===== src/rtl/synth_wave_pkg.sv =====
// Shared types for the synth voice oscillator: waveform mode encodings,
// the configuration record and the step-length helper.
package synth_wave_pkg;

    // Storage width of the configuration fields; the period field is wide
    // enough for any PERIOD_W up to 64, the duty field for STEPS up to 256.
    localparam int CFG_PERIOD_W = 64;
    localparam int CFG_DUTY_W   = 9;

    typedef enum logic [1:0] {
        WAVE_TRI  = 2'b00,
        WAVE_SAW  = 2'b01,
        WAVE_SQR  = 2'b10,
        WAVE_MUTE = 2'b11
    } wave_mode_e;

    typedef struct packed {
        logic [CFG_PERIOD_W-1:0] period;
        wave_mode_e              mode;
        logic [CFG_DUTY_W-1:0]   duty;
    } wave_cfg_t;

    // Clocks per step: period / STEPS, never less than one clock.
    function automatic logic [CFG_PERIOD_W-1:0] step_len_of(
        input logic [CFG_PERIOD_W-1:0] period,
        input int unsigned             steps_log2
    );
        logic [CFG_PERIOD_W-1:0] len;
        len = period >> steps_log2;
        return (len == '0) ? CFG_PERIOD_W'(1) : len;
    endfunction

endpackage


===== src/rtl/step_timer.sv =====
// Step timer: in-step clock counter t, step index k, wrap-edge strobe and
// the registered cycle_start pulse (after a wrap or the first enabled edge).
module step_timer
    import synth_wave_pkg::*;
#(
    parameter int PERIOD_W   = 32,
    parameter int STEPS_LOG2 = 3
) (
    input  logic                  clk,
    input  logic                  reset,
    input  logic                  enable,
    input  logic [PERIOD_W-1:0]   step_len,
    output logic [STEPS_LOG2-1:0] k_next,
    output logic                  wrap,
    output logic                  cycle_start
);

    logic [PERIOD_W-1:0]   t_q, t_d;
    logic [STEPS_LOG2-1:0] k_q, k_d;
    logic                  en_q, en_d;
    logic                  cycle_start_q, cycle_start_d;
    logic                  step_end;
    logic                  first_edge;

    // Advance t within a step, k at step end; hold both at zero while disabled.
    always_comb begin
        // NOTE: every signal written here gets a default first, so no path can infer a latch.
        t_d        = t_q;
        k_d        = k_q;
        en_d       = enable;
        wrap       = 1'b0;
        // >= rather than == keeps the counter safe if step_len ever shrinks under it.
        step_end   = (t_q >= step_len - PERIOD_W'(1));
        first_edge = enable && !en_q;
        if (!enable) begin
            t_d = '0;
            k_d = '0;
        end else if (step_end) begin
            t_d  = '0;
            k_d  = k_q + STEPS_LOG2'(1);
            wrap = (k_q == '1);
        end else begin
            t_d = t_q + PERIOD_W'(1);
        end
        cycle_start_d = wrap || first_edge;
    end

    // Timer state registers.
    always_ff @(posedge clk or posedge reset) begin
        if (reset) begin
            t_q           <= '0;
            k_q           <= '0;
            en_q          <= 1'b0;
            cycle_start_q <= 1'b0;
        end else begin
            // NOTE: non-blocking assignments so every flop samples the pre-edge values of the others.
            t_q           <= t_d;
            k_q           <= k_d;
            en_q          <= en_d;
            cycle_start_q <= cycle_start_d;
        end
    end

    // k_next is the index valid after this edge, letting the sample register track k with no lag.
    assign k_next      = k_d;
    assign cycle_start = cycle_start_q;

endmodule


===== src/rtl/multi_wave_gen.sv =====
// Stepped multi-waveform oscillator: configuration handshake with a single
// pending slot, active configuration swapped at cycle boundaries, and the
// registered triangle / saw-up / square / mute sample.
module multi_wave_gen
    import synth_wave_pkg::*;
#(
    parameter int OUT_W        = 8,
    parameter int PERIOD_W     = 32,
    parameter int STEPS_LOG2   = 3,
    parameter int RESET_PERIOD = 1024
) (
    input  logic                  clk,
    input  logic                  reset,
    input  logic                  enable,
    input  logic                  cfg_valid,
    output logic                  cfg_ready,
    input  logic [PERIOD_W-1:0]   cfg_period,
    input  logic [1:0]            cfg_mode,
    input  logic [STEPS_LOG2:0]   cfg_duty,
    output logic [OUT_W-1:0]      value,
    output logic                  cycle_start
);

    localparam int STEPS  = 1 << STEPS_LOG2;
    localparam int PROD_W = OUT_W + STEPS_LOG2 + 1;
    localparam logic [PROD_W-1:0] MAX_P = PROD_W'({OUT_W{1'b1}});
    localparam wave_cfg_t RESET_CFG = '{
        period: CFG_PERIOD_W'(RESET_PERIOD),
        mode:   WAVE_TRI,
        duty:   CFG_DUTY_W'(STEPS / 2)
    };

    wave_cfg_t             active_q, active_d;
    wave_cfg_t             pending_q, pending_d;
    logic                  pend_v_q, pend_v_d;
    logic [OUT_W-1:0]      value_q, value_d;
    logic                  accept;
    logic                  apply;
    logic [PERIOD_W-1:0]   step_len;
    logic [STEPS_LOG2-1:0] k_next;
    logic                  wrap;

    // Sample for step k under the given mode; products are wide enough for STEPS*MAX.
    function automatic logic [OUT_W-1:0] shape(
        input wave_mode_e            mode,
        input logic [CFG_DUTY_W-1:0] duty,
        input logic [STEPS_LOG2-1:0] k
    );
        logic [PROD_W-1:0]     kk;
        logic [PROD_W-1:0]     prod;
        logic [CFG_DUTY_W-1:0] duty_c;
        kk     = PROD_W'(k);
        prod   = '0;
        duty_c = (duty > CFG_DUTY_W'(STEPS)) ? CFG_DUTY_W'(STEPS) : duty;
        case (mode)
            WAVE_TRI: begin
                if (kk < PROD_W'(STEPS / 2))
                    prod = ((kk + PROD_W'(1)) * MAX_P) >> (STEPS_LOG2 - 1);
                else
                    prod = ((PROD_W'(STEPS) - kk) * MAX_P) >> (STEPS_LOG2 - 1);
            end
            WAVE_SAW: prod = ((kk + PROD_W'(1)) * MAX_P) >> STEPS_LOG2;
            WAVE_SQR: prod = (CFG_DUTY_W'(k) < duty_c) ? MAX_P : '0;
            default:  prod = '0;
        endcase
        return OUT_W'(prod);
    endfunction

    assign step_len = PERIOD_W'(step_len_of(active_q.period, STEPS_LOG2));

    step_timer #(
        .PERIOD_W   (PERIOD_W),
        .STEPS_LOG2 (STEPS_LOG2)
    ) u_step_timer (
        .clk         (clk),
        .reset       (reset),
        .enable      (enable),
        .step_len    (step_len),
        .k_next      (k_next),
        .wrap        (wrap),
        .cycle_start (cycle_start)
    );

    // Handshake, pending-to-active swap at a boundary, and next sample.
    always_comb begin
        accept    = cfg_valid && !pend_v_q;
        // An accept can never coincide with an apply: the slot is either empty or full.
        apply     = pend_v_q && (wrap || !enable);
        active_d  = active_q;
        pending_d = pending_q;
        pend_v_d  = pend_v_q;
        if (apply) begin
            active_d = pending_q;
            pend_v_d = 1'b0;
        end
        if (accept) begin
            pending_d = '{
                period: CFG_PERIOD_W'(cfg_period),
                mode:   wave_mode_e'(cfg_mode),
                duty:   CFG_DUTY_W'(cfg_duty)
            };
            pend_v_d = 1'b1;
        end
        // Use the post-edge config so a swap at the wrap shapes step 0 of the new cycle.
        value_d = enable ? shape(active_d.mode, active_d.duty, k_next) : '0;
    end

    // Configuration and sample registers.
    always_ff @(posedge clk or posedge reset) begin
        if (reset) begin
            active_q  <= RESET_CFG;
            // NOTE: the pending slot is reset too, so a config half-way through the handshake is dropped.
            pending_q <= RESET_CFG;
            pend_v_q  <= 1'b0;
            value_q   <= '0;
        end else begin
            active_q  <= active_d;
            pending_q <= pending_d;
            pend_v_q  <= pend_v_d;
            value_q   <= value_d;
        end
    end

    assign cfg_ready = !pend_v_q;
    assign value     = value_q;

endmodule


===== config.mk =====
export PLATFORM = sky130hd
export DESIGN_NAME = multi_wave_gen
export DESIGN_NICKNAME = d
export VERILOG_FILES = /design/src/rtl/synth_wave_pkg.sv /design/src/rtl/step_timer.sv /design/src/rtl/multi_wave_gen.sv
export SDC_FILE = /design/constraint.sdc
export NUM_CORES = 1
export LEC_CHECK = 0
export BUFFER_PORTS_ARGS = -buffer_cell sky130_fd_sc_hd__buf_4
export CORE_UTILIZATION = 52
export DETAILED_ROUTE_END_ITERATION = 7
export GPL_ROUTABILITY_DRIVEN = 0
export PLACE_DENSITY = 0.7
export SLEW_MARGIN = 20
export SYNTH_ARGS = -nofsm -noshare
export SYNTH_HDL_FRONTEND = slang
export SYNTH_SLANG_ARGS = --single-unit
export TNS_END_PERCENT = 5

===== constraint.sdc =====
create_clock -name clk -period 16.5 [get_ports clk]
set_clock_uncertainty 0.1 [all_clocks]
set_input_delay 0.825 -clock clk [delete_from_list [all_inputs] [get_ports clk]]
set_output_delay 0.825 -clock clk [all_outputs]
set_load 0.02 [all_outputs]

==> run summary, run 1 <==
run status - finished, final reports clean
HPWL after detailed placement - 10.6 mm
Synth cell types - 58
Ports - 52
asr flop ratio synth - 100%
placed cell count - 890
reg2reg end - value[7]$_DFF_PP0_
final wirelength - 14.6 mm
number of max-cap violations - 0
final hold violations - 0
ranking of synthesized cells by area - dfrtp_1 (41%), ha_1 (11%), mux2_2 (11%), xnor2_1 (4.5%), nor2_1 (3.3%)
Die Y - 120 um
area of the multi-input gates - 3990 um2
startpoint types - register
Slew @ Worst Pin - 1070 ps
Via density - 5.55
Worst VDD drop - 0.0000903 V
Critical Path Slowest Stage Cell - or4_1
postcts setup bufs - 0
Crit path arrival time - 11140 ps
CORE AREA - 13300 um2
Core Rows - 42
area of the die - 14300 um2
slowest cell delay on critical path - 620 ps
Ys Warns - 0
mapped cell area - 7190 um2
largest net degree at the start of global routing - 82
Die X - 120 um
number of global-route vias before repair - 5431
CTS Buf Count - 17
hold crit path type - register to register
number of antenna violations at the first check in global routing - 0
RSZ-0062 raised after global routing - no
RR Startpoint - active_q[30]$_DFFE_PP0N_
total clock sinks - 121
CP Buf/Inv Count - 3
Root Buffer - clkbuf_16
Initial Utilization - 53.9%
Top FF cell, synth - dfrtp_1
Synth top area share - 40.7%
Yosys reg bits - 121
worst path required time - 16710 ps
PwrDens - 123 nW/um2
share of layout cells above drive strength 1 - 22.3%
clock latency on the worst-skew pair - 420 ps
initial drt markers - 273
CTS Buffer Depth - 2
Synth area leader - dfrtp_1
CTS tree - done
kind of critical path - register to register
Post-synth EDFFs - 0
FF-to-FF path depth - 37
Filler Cell Count - 1065
Peak Freq - 0.0915 GHz
clock period minus worst slack - 10930 ps
Pins Over Slew Limit - 0
DR pass1 iterations - 6
relative slew slack - 28.7%
PostCTS Resize Cnt - 0
Area Overhead vs Synth - 15.8%
Congestion Overflow GR - 0
Max FO, Critical Path - 10
# diodes - 0
Worst-path clk slew - 60 ps
Final #Nets - 848
R2R setup slack - 5570 ps
setup violators final - 0
Finished Layout Cells - 922
ANT nets after route - 0
syn_area_per_cell - 10.7 um2
register area share after synthesis - 42.2%
hold path endpoint - u_step_timer.cycle_start$_DFF_PP0_
P_leak - 0.00371 uW
# hold bufs at CTS - 0
port buffer count - 48
Final period util - 66.3%
Overall Power - 1030 uW
Tot GR Track Use - 23.0%
first-pass GRT wire length - 25.9 mm
DR WL/cell - 15.8 um
Post-Syn Instances - 675
hold path startpoint - u_step_timer.en_q$_DFF_PP0_
DRC viols - 0
TNS Setup - 0 ps
Register Area - 3030 um2
htree depth - 4
Setup crit end kind - register
vias - 5114
kind of cell adding the most delay to the critical path - simple AND/OR/NAND/NOR gates
WHS Path Cells - 1
[report_power, final]
part	total, uW	switching (uW)	internal, uW
clock	360	146	214
combinational	233	108	125
sequential	435	64.1	370
[layout make-up]
| class | count | area share, % |
|---|---|---|
| Multi-Input combinational cell | 508 | 47.8 |
| Clock inverter | 14 | 1.62 |
| Timing Repair Buffer | 51 | 4.64 |
| Inverter | 34 | 1.56 |
| Tap cell | 176 | 2.64 |
| Sequential cell | 121 | 36.4 |
| Clock buffer | 18 | 5.27 |
[through the flow]
stage | hold WS (ps) | utilization, % | setup slack [ps] | cell area, um2
final | 325 | 62.4 | 5570 | 8330
after global routing | 325 | 62.4 | 4540 | 8330
after CTS | 326 | 62.4 | 5530 | 8330
after detailed placement | 320 | 58.1 | 5610 | 7750
after global placement | 312 | 58.1 | 5800 | 7750
after floorplan | 294 | - | 7150 | 7200
[worst max path at each step]
stage	endpoint	start	cells after the start	slack [ps]
after floorplan	value[7]$_DFF_PP0_	active_q[30]$_DFFE_PP0N_	35	7150
after global placement	value[7]$_DFF_PP0_	active_q[30]$_DFFE_PP0N_	37	5800
after detailed placement	value[6]$_DFF_PP0_	active_q[30]$_DFFE_PP0N_	37	5610
after CTS	value[6]$_DFF_PP0_	active_q[30]$_DFFE_PP0N_	37	5530
after global routing	value[7]$_DFF_PP0_	active_q[30]$_DFFE_PP0N_	37	4540
final	value[7]$_DFF_PP0_	active_q[30]$_DFFE_PP0N_	37	5570
[metal layers]
layer	vias to the layer above	track usage (%)	part of all wire, %
li1	2503	-	-
met1	2508	28.9	45
met2	85	38.5	50
met3	18	5.94	3.2
met4	0	7.97	1.5
met5	-	0	0
[worst register-to-register path, delay by kind of cell, from the launching register on]
kind                       cells  cell delay (ps)
AOI/OAI and AO/OA              7             1980
adders and majority gates      6             2130
and+or+nand+nor               18             4930
DFF                            1              400
buffers and inverters          3              470
xor gates and xnor gates       3              820
[synth_stat cells, drive strengths merged (3+ instances only)]
cell / count
dfrtp: 117
mux2: 70
ha: 64
nor2: 63
nand2: 39
xnor2: 37
inv: 34
a21oi: 33
xor2: 23
nand3: 18
o21ai: 17
nor3: 16
nand4: 12
nand2b: 10
nor2b: 10
nor4: 10
fa: 9
clkbuf: 8
or3: 8
or4: 7
a21o: 6
a31oi: 6
and3: 6
buf: 6
mux2i: 6
dfstp: 4
o221ai: 4
nor3b: 3
o21a: 3
[cells in the final DEF, fill, tap and decap left out, types with 8 or more instances in the layout]
cell type / instances
dfrtp_1: 117
ha_1: 64
nand2b_1: 10
nor3_1: 16
nand4_1: 12
mux2_2: 70
clkbuf_16: 17
nor4_1: 10
or3_1: 8
nor2b_1: 9
buf_4: 50
nor2_1: 63
fa_1: 9
nand3_1: 18
inv_1: 33
nand2_1: 39
o21ai_0: 16
a21oi_1: 32
xnor2_1: 37
xor2_1: 23
[sequential cells by signal, indices dropped and copies added (netlist names)]
register and cells:
u_step_timer.en_q 1, u_step_timer.t_q 32, u_step_timer.k_q 3, pending_q 35
active_q 40, u_step_timer.cycle_start 1, pend_v_q 1, value 8
[cell families (layout without fill, tap and decap cells)]
kind of cell,count (synthesis),after routing,synth area share (%)
AO/OA/AOI/OAI,86,86,7.85
XOR/XNOR,60,60,7.31
adder cells (fa/ha/maj),73,73,13.6
buffers and inverters,48,117,2.63
flip-flops,121,121,42.2
multiplexers,76,76,11.8
other,1,3,0.0521
AND/OR/NAND/NOR,210,210,14.6
Power figures use the tool's default switching activity.
==> inputs of run 2 (changes only) <==
==> constraint.sdc (replaced) <==
create_clock -name clk -period 10.8 [get_ports clk]
set_clock_uncertainty 0.1 [all_clocks]
set_input_delay 0.54 -clock clk [delete_from_list [all_inputs] [get_ports clk]]
set_output_delay 0.54 -clock clk [all_outputs]
set_load 0.02 [all_outputs]
==> run summary, run 2 (synthesized netlist as in run 1, its figures left out) <==
Finished Layout Cells - 926 (was 922)
Pins Over Slew Limit - 0 (unchanged)
Die X - 120 um (unchanged)
largest net degree at the start of global routing - 87 (was 82)
cell mode on critical path - or4_1
most frequent cells in the layout - dfrtp_1 (117), mux2_2 (70), nor2_1 (63), ha_1 (63), buf_4 (54) (was dfrtp_1 (117), mux2_2 (70), ha_1 (64))
CORE AREA - 13300 um2 (unchanged)
Ports - 52 (unchanged)
HPWL after detailed placement - 10.9 mm (was 10.6 mm)
first-pass GRT wire length - 25.6 mm (was 25.9 mm)
Core Rows - 42 (unchanged)
Crit path arrival time - 10270 ps (was 11140 ps)
slowest cell delay on critical path - 590 ps (was 620 ps)
Root Buffer - clkbuf_16 (unchanged)
area of the die - 14300 um2 (unchanged)
clock latency on the worst-skew pair - 430 ps (was 420 ps)
kind of critical path - register to register (unchanged)
Tot GR Track Use - 22.9% (was 23.0%)
commonest non-fill, non-tap cell in the layout - dfrtp_1 (unchanged)
Area Overhead vs Synth - 16.8% (was 15.8%)
DR pass1 iterations - 4 (was 6)
largest reg by FF count - active_q (unchanged)
CTS Buf Count - 17 (unchanged)
Setup crit end kind - register (unchanged)
R2R setup slack - 730 ps (was 5570 ps)
RR Startpoint - active_q[29]$_DFFE_PP0N_ (was active_q[30]$_DFFE_PP0N_)
placed cell count - 894 (was 890)
startpoint types - register (unchanged)
FF-to-FF path depth - 35 (was 37)
Util after Layout - 63.0% (was 62.4%)
Max FO, Critical Path - 7 (was 10)
clock period minus worst slack - 10070 ps (was 10930 ps)
TNS Setup - 0 ps (unchanged)
port buffer count - 48 (unchanged)
RSZ-0062 raised after global routing - no (unchanged)
DRC viols - 0 (unchanged)
top routing layer used - met4 (unchanged)
setup violators final - 0 (unchanged)
Critical Path Slowest Stage Cell - or4_1 (unchanged)
met3 WL post-DR - 457 um (was 469 um)
P_leak - 0.00375 uW (was 0.00371 uW)
CTS tree - done (unchanged)
Worst VDD drop - 0.000127 V (was 0.0000903 V)
hold crit path type - input pin to async pin (was register to register)
number of max-cap violations - 0 (unchanged)
Post-Route M1 WL - 6.69 mm (was 6.56 mm)
ANT nets after route - 0 (unchanged)
Filler Cell Count - 1075 (was 1065)
# diodes - 0 (unchanged)
PwrDens - 190 nW/um2 (was 123 nW/um2)
initial drt markers - 330 (was 273)
dpl cell area - 7780 um2 (was 7750 um2)
Slew @ Worst Pin - 1040 ps (was 1070 ps)
Congestion Overflow GR - 0 (unchanged)
Final period util - 93.2% (was 66.3%)
reg2reg end - value[7]$_DFF_PP0_ (unchanged)
final instance area - 8400 um2 (was 8330 um2)
DR WL/cell - 16.1 um (was 15.8 um)
met2 WL - 7.61 mm (was 7.33 mm)
Die Y - 120 um (unchanged)
total clock sinks - 121 (unchanged)
Largest regs - active_q x40, pending_q x35, u_step_timer.t_q x32 (unchanged)
number of antenna violations at the first check in global routing - 0 (unchanged)
Via density - 5.61 (was 5.55)
Initial Utilization - 53.9% (unchanged)
worst path required time - 11000 ps (was 16710 ps)
final hold violations - 0 (unchanged)
Fin Hold WS - 28.1 ps (was 325 ps)
relative slew slack - 30.7% (was 28.7%)
CTS Buffer Depth - 2 (unchanged)
htree depth - 4 (unchanged)
final wirelength - 14.9 mm (was 14.6 mm)
share of layout cells above drive strength 1 - 23.1% (was 22.3%)
Worst-path clk slew - 60 ps (about the same)
Peak Freq - 0.0993 GHz (was 0.0915 GHz)
Final #Nets - 852 (was 848)
number of global-route vias before repair - 5325 (was 5431)
number of flip-flops in the largest register - 40 (unchanged)
vias - 5194 (was 5114)
run status - finished, final reports clean (unchanged)
run 2: worst max-delay path: cells and delay by family (launching register included):
family | cells | cell delay (ps)
compound gates | 5 | 1300
simple gates | 18 | 4900
xor+xnor | 2 | 410
buf+inv | 3 | 310
mux | 1 | 320
flops | 1 | 420
fa+ha+maj | 6 | 2190
run 2: worst max-delay path by stage:
stage,startpoint,to,slack [ps],depth (start not counted)
after global placement,active_q[30]$_DFFE_PP0N_,value[7]$_DFF_PP0_,730,36
after floorplan,active_q[30]$_DFFE_PP0N_,value[7]$_DFF_PP0_,1450,35
after global routing,active_q[29]$_DFFE_PP0N_,value[7]$_DFF_PP0_,130,37
final,active_q[29]$_DFFE_PP0N_,value[7]$_DFF_PP0_,730,35
after detailed placement,active_q[30]$_DFFE_PP0N_,value[7]$_DFF_PP0_,510,34
after CTS,active_q[29]$_DFFE_PP0N_,value[7]$_DFF_PP0_,390,36
run 2: area by class of cell:
cell class,count,area [um2],area share [%]
clock inverter,14,161,1.92
multi-input combinational,508,4010,47.8
tap,176,220,2.62
clock buffer,18,429,5.11
sequential,121,3030,36.1
timing repair buffer,55,417,4.96
inverter,34,130,1.55
run 2: through the flow:
step	power (uW)	setup slack [ps]
4_1_cts	1600	385
6_report	1600	729
3_5_place_dp	1030	505
3_3_place_gp	1010	732
5_1_grt	1690	128
2_1_floorplan	914	1450
run 2: report_power, final:
group / switching, uW / total, uW / internal, uW
Sequential: 103 / 669 / 566
Combinational: 168 / 361 / 192
Clock: 222 / 566 / 344
run 2: timing repair:
action / in CTS / in global routing
gates resized for setup: 0 / 4
hold buffers: 0 / 0
setup buffers: 0 / 0
setup endpoints to repair: 0 / 3
run 2: layer usage:
metal / GRT usage (%) / vias up
met5: 0 / -
met4: 7.66 / 0
met3: 5.70 / 15
met2: 38.9 / 83
met1: 28.4 / 2592
li1: - / 2504
